<file path="config.mk">
export PLATFORM = sky130hd
export DESIGN_NAME = serial_subtraction
export DESIGN_NICKNAME = d
export VERILOG_FILES = /design/src/rtl/serial_subtraction.sv
export SDC_FILE = /design/constraint.sdc
export NUM_CORES = 1
export LEC_CHECK = 0
export CELL_PAD_IN_SITES_DETAIL_PLACEMENT = 1
export CELL_PAD_IN_SITES_GLOBAL_PLACEMENT = 2
export CORE_UTILIZATION = 33
export CTS_CLUSTER_SIZE = 12
export DETAILED_ROUTE_END_ITERATION = 16
export GPL_ROUTABILITY_DRIVEN = 1
export PLACE_DENSITY = 0.91
export RECOVER_POWER = 100
export SLEW_MARGIN = 30
export SYNTH_ARGS = -nofsm -noshare
export SYNTH_HDL_FRONTEND = slang
export SYNTH_SLANG_ARGS = --single-unit
</file>
<file path="constraint.sdc">
create_clock -name clk -period 3.33 [get_ports clk]
set_input_delay 0.666 -clock clk [delete_from_list [all_inputs] [get_ports clk]]
set_output_delay 0.666 -clock clk [all_outputs]
set_load 0.01 [all_outputs]
</file>
<file path="src/rtl/serial_subtraction.sv">
// -----------------------------------------------------------------------------
// serial_subtraction
//   Bit-serial two's-complement subtractor, z = a - b, one bit per clock,
//   LSB first. A single full-adder cell computes a + ~b + 1: the carry starts
//   at 1 and each cycle adds a[i] and the inverted subtrahend bit b[i]. The
//   result bits are shifted into a partial-result register. When the last bit
//   has been processed, the result and flags are published in one step.
//
// Ports
//   clk       in   1  clock; all state updates on the rising edge
//   rst_n     in   1  synchronous active-low reset
//   start     in   1  operation request; sampled only in IDLE or DONE
//   a         in   N  minuend, captured when start is accepted
//   b         in   N  subtrahend, captured when start is accepted
//   busy      out  1  high while bits are being processed (RUN)
//   done      out  1  one-cycle pulse after z/flags have been updated
//   z         out  N  a - b modulo 2^N; held until the next completion
//   overFlow  out  1  signed overflow of the last result
//   borrow    out  1  unsigned borrow (a < b) of the last result
//   zero      out  1  last result equals zero
// -----------------------------------------------------------------------------
module serial_subtraction #(
  parameter int N = 6
) (
  input  logic         clk,
  input  logic         rst_n,
  input  logic         start,
  input  logic [N-1:0] a,
  input  logic [N-1:0] b,
  output logic         busy,
  output logic         done,
  output logic [N-1:0] z,
  output logic         overFlow,
  output logic         borrow,
  output logic         zero
);

  localparam int IW = $clog2(N);

  typedef enum logic [1:0] {
    IDLE = 2'd0,
    RUN  = 2'd1,
    DONE = 2'd2
  } state_t;

  state_t         state_q, state_d;
  logic [N-1:0]   a_q, a_d;
  logic [N-1:0]   b_q, b_d;
  logic [N-1:0]   res_q, res_d;
  logic [IW-1:0]  idx_q, idx_d;
  logic           carry_q, carry_d;
  logic [N-1:0]   z_q, z_d;
  logic           ovf_q, ovf_d;
  logic           borrow_q, borrow_d;
  logic           zero_q, zero_d;

  // Full-adder cell operating on the current bit position.
  logic           a_bit;
  logic           nb_bit;
  logic           sum_bit;
  logic           carry_out;
  logic [N-1:0]   full_res;

  always_comb begin
    a_bit     = a_q[idx_q];
    nb_bit    = ~b_q[idx_q];
    sum_bit   = a_bit ^ nb_bit ^ carry_q;
    carry_out = (a_bit & nb_bit) | (a_bit & carry_q) | (nb_bit & carry_q);
    // New bit enters at the MSB; after N shifts bit 0 has reached position 0.
    full_res  = {sum_bit, res_q[N-1:1]};
  end

  always_comb begin
    state_d  = state_q;
    a_d      = a_q;
    b_d      = b_q;
    res_d    = res_q;
    idx_d    = idx_q;
    carry_d  = carry_q;
    z_d      = z_q;
    ovf_d    = ovf_q;
    borrow_d = borrow_q;
    zero_d   = zero_q;

    case (state_q)
      IDLE, DONE: begin
        if (start) begin
          a_d     = a;
          b_d     = b;
          res_d   = '0;
          idx_d   = '0;
          carry_d = 1'b1;  // the +1 of the two's-complement negation of b
          state_d = RUN;
        end else begin
          state_d = IDLE;
        end
      end
      RUN: begin
        carry_d = carry_out;
        res_d   = full_res;
        if (idx_q == IW'(N - 1)) begin
          state_d  = DONE;
          z_d      = full_res;
          // Overflow only possible when operand signs differ and the result
          // sign departs from the minuend's sign.
          ovf_d    = (a_q[N-1] != b_q[N-1]) && (sum_bit != a_q[N-1]);
          borrow_d = ~carry_out;
          zero_d   = (full_res == '0);
        end else begin
          idx_d = idx_q + IW'(1);
        end
      end
      default: state_d = IDLE;
    endcase
  end

  always_ff @(posedge clk) begin
    if (!rst_n) begin
      state_q  <= IDLE;
      a_q      <= '0;
      b_q      <= '0;
      res_q    <= '0;
      idx_q    <= '0;
      carry_q  <= 1'b0;
      z_q      <= '0;
      ovf_q    <= 1'b0;
      borrow_q <= 1'b0;
      zero_q   <= 1'b0;
    end else begin
      state_q  <= state_d;
      a_q      <= a_d;
      b_q      <= b_d;
      res_q    <= res_d;
      idx_q    <= idx_d;
      carry_q  <= carry_d;
      z_q      <= z_d;
      ovf_q    <= ovf_d;
      borrow_q <= borrow_d;
      zero_q   <= zero_d;
    end
  end

  assign busy     = (state_q == RUN);
  assign done     = (state_q == DONE);
  assign z        = z_q;
  assign overFlow = ovf_q;
  assign borrow   = borrow_q;
  assign zero     = zero_q;

endmodule
</file>
==> metrics <==
status completed; Slew @ Worst Pin 0.6620 ns; CTS Buffer Depth 2; total power 0.7987 mW; Synth Cell Area 0.001411 mm^2; Die Area 0.004542 mm^2; fillers 485; Post-Syn Nets 177; row count 23; area delta synth->final 23.76%; post-layout net count 200; Slew headroom 0.5587; r2r setup slk 1.02 ns; critical path launch point type flop; Max VDD drop 223.6 uV; Avg Inst Size Synth 8.876 um^2; vias in the first global route 1151; Setup WS post-layout 0.7832 ns; Critical Setup Path Class reg2out; design area 0.001747 mm^2; Area after DPL 0.001667 mm^2; sw frac 0.2459; commonest non-fill, non-tap cell in the layout nand2_1; largest family of logic cells by synthesized area simple AND/OR/NAND/NOR gates; post-CTS setup buffers 0; final setup vio count 0; Initial Util 0.3478; I/O pin total 26; gr busiest metal met2; # hold bufs at CTS 0; post-place setup slack 1.011 ns; H-tree depth 2; Critical Path RT 2.66 ns; CTS Root Cell clkbuf_8; Achievable Freq 392.6 MHz; DR vias 1152; Synth Area in Compound Gates 0.1720; Synth Area in Simple Gates 0.2278; first-pass GRT wire length 5085 um; final wirelength 2964 um; cell breakdown of the critical path nand2b_1 -> inv_1 -> clkdlybuf4s50_1; ratio of cells with drive above 1 in the final layout 0.06011; Final period util 0.7648; adder-cell share of the synthesized area 0.03191; worst skew pair latency 0.29 ns; Max FO, Critical Path 11; most frequent cells in the layout nand2_1 (48), dfxtp_1 (32), a21boi_0 (23); WHS Path Cells 2; Power Density 457.3 mW/mm^2; number of synthesized register bits 32; Yosys warning total 0; unrepaired setup endpoints after global routing no; slowest CP cell clkdlybuf4s50_1; r2r startpoint idx_q[0]; largest area contributor in the netlist dfxtp_1; floorplan core area 0.004058 mm^2; setup TNS 0 ns; M2 GR Usage 0.2575; r2r endpoint overFlow; DR vias/cell 4.944; worst path bufs/invs 2; CP Depth 3; number of remaining DRC errors 0; crit path DAT 1.88 ns; clk_skew 0.009540 ns; pins over their slew limit 0; combinational share of power 0.105; delay-heaviest family, CP buffers and inverters; critical path endpoint category output port; met3 Track Usage GR 0.05574; total leakage power 0.6774 nW; Antenna Violating Nets Remaining 0; post-layout util 0.4305; internal power 0.6023 mW; Die Wd 67.40 um; post-synthesis mux area share 0.06028; clk sinks 32; remaining global-route overflow 0; hold_sp zero; Synth top area share 0.4539; CTS tree done; Die H 67.40 um; largest net degree at the start of global routing 36; 1st-iter DRT viols 37; met1 usage 0.1754; Seq pwr share 0.512; fin crit period 2.547 ns; clock network power share 0.383; TritonCTS Buffers 5; slowest stage delay, CP 0.61 ns; largest cells by area after synthesis dfxtp_1 (45%), nand2_1 (13%), a21boi_0 (12%), mux4_2 (3.2%), mux2i_1 (2.8%); post-CTS sizing 0; switching power 0.1964 mW; Antenna Cells 0; R2R depth 7; XOR/XNOR share of the synthesized area 0; Worst Hold Endpoint zero; GRT Total Usage 0.1537; TritonRoute pass-1 iters 4; port bufs 25; Gate Count Post-Synth 159; Hold Crit Class reg2reg; Reg clk slew, reported paths 0.06 ns; DPL Wire Length 2123 um; Synth cell types 31; routability cong. 0.7434; Hold Vio Cnt, Final 0; drt wl/cell 12.72 um; max-cap check violation count 0; Seq/Total Area, Yosys 0.4539; initial antenna violation count 0
-- registers in the layout, indices dropped and copies added (netlist names) --
signal	flops
overFlow	1
a_q	6
carry_q	1
z	6
zero	1
res_q	5
state_q	2
b_q	6
idx_q	3
borrow	1
-- cell type report --
class | count | area, um^2 | share of cell area
inverters | 3 | 11.26 | 0.006447
flip-flops and latches | 32 | 640.6 | 0.3668
clock inverters | 2 | 10.01 | 0.005731
repair buffers | 26 | 249.0 | 0.1425
multi-input cells | 114 | 690.7 | 0.3954
clock buffers | 6 | 82.58 | 0.04728
well taps | 50 | 62.56 | 0.03582
-- Yosys cell counts --
master,instances
dfxtp_1,32
buf_6,1
a21o_1,1
fa_1,1
nor3_1,1
nand2_1,48
buf_4,5
o311a_1,1
nand4b_1,1
o21ai_0,3
mux2i_1,4
nor2b_1,3
a21boi_0,23
nand3_1,6
and2_1,1
mux4_2,2
buf_2,1
nand4_1,1
clkbuf_1,3
o211a_1,1
a21oi_2,1
a21oi_1,2
nor4_1,1
a2bb2oi_1,1
nand3b_1,3
nand2b_1,2
ha_1,2
and4b_1,1
inv_2,1
nor2_1,4
inv_1,2
-- worst max-delay path by stage --
stage | startpoint | to | slack, ns
2_1_floorplan | idx_q[0] | overFlow | 1.25
3_3_place_gp | idx_q[0] | overFlow | 1.09
3_5_place_dp | idx_q[0] | overFlow | 1.01
4_1_cts | state_q[0] | busy | 0.84
5_1_grt | state_q[0] | busy | 0.63
6_report | state_q[0] | busy | 0.78
-- power groups by stage --
stage | registers, mW | logic, mW | clock network, mW
after CTS | 0.409 | 0.0891 | 0.315
after floorplan | 0.413 | 0.0628 | 0
after global routing | 0.411 | 0.0952 | 0.334
after detailed placement | 0.418 | 0.0890 | 0
after global placement | 0.417 | 0.0850 | 0
final | 0.409 | 0.0838 | 0.306
-- per-layer routing --
layer | routed length [um] | share of wire
met5 | 0 | 0
met4 | 50 | 0.017
met3 | 133 | 0.045
met2 | 1451 | 0.49
met1 | 1329 | 0.45
-- cell families after synthesis --
group	after synthesis
simple gates	72
compound gates	33
flops	32
buf+inv	13
mux	6
fa+ha+maj	3
-- worst reg2reg max path: stages (launching register included) --
cell	delay [ns]
dfxtp_1	0.54
mux4_2	0.56
nand2_1	0.08
o21ai_0	0.11
fa_1	0.62
nor2_1	0.07
a21oi_1	0.14
a21oi_1	0.08
-- metrics by stage --
stage	hold WS, ns	std cells
2_1_floorplan	0.4402	159
3_3_place_gp	0.4488	225
3_5_place_dp	0.4532	225
4_1_cts	0.4635	233
5_1_grt	0.4859	233
6_report	0.4546	233
Note: power is estimated with default switching activity, not from simulation.
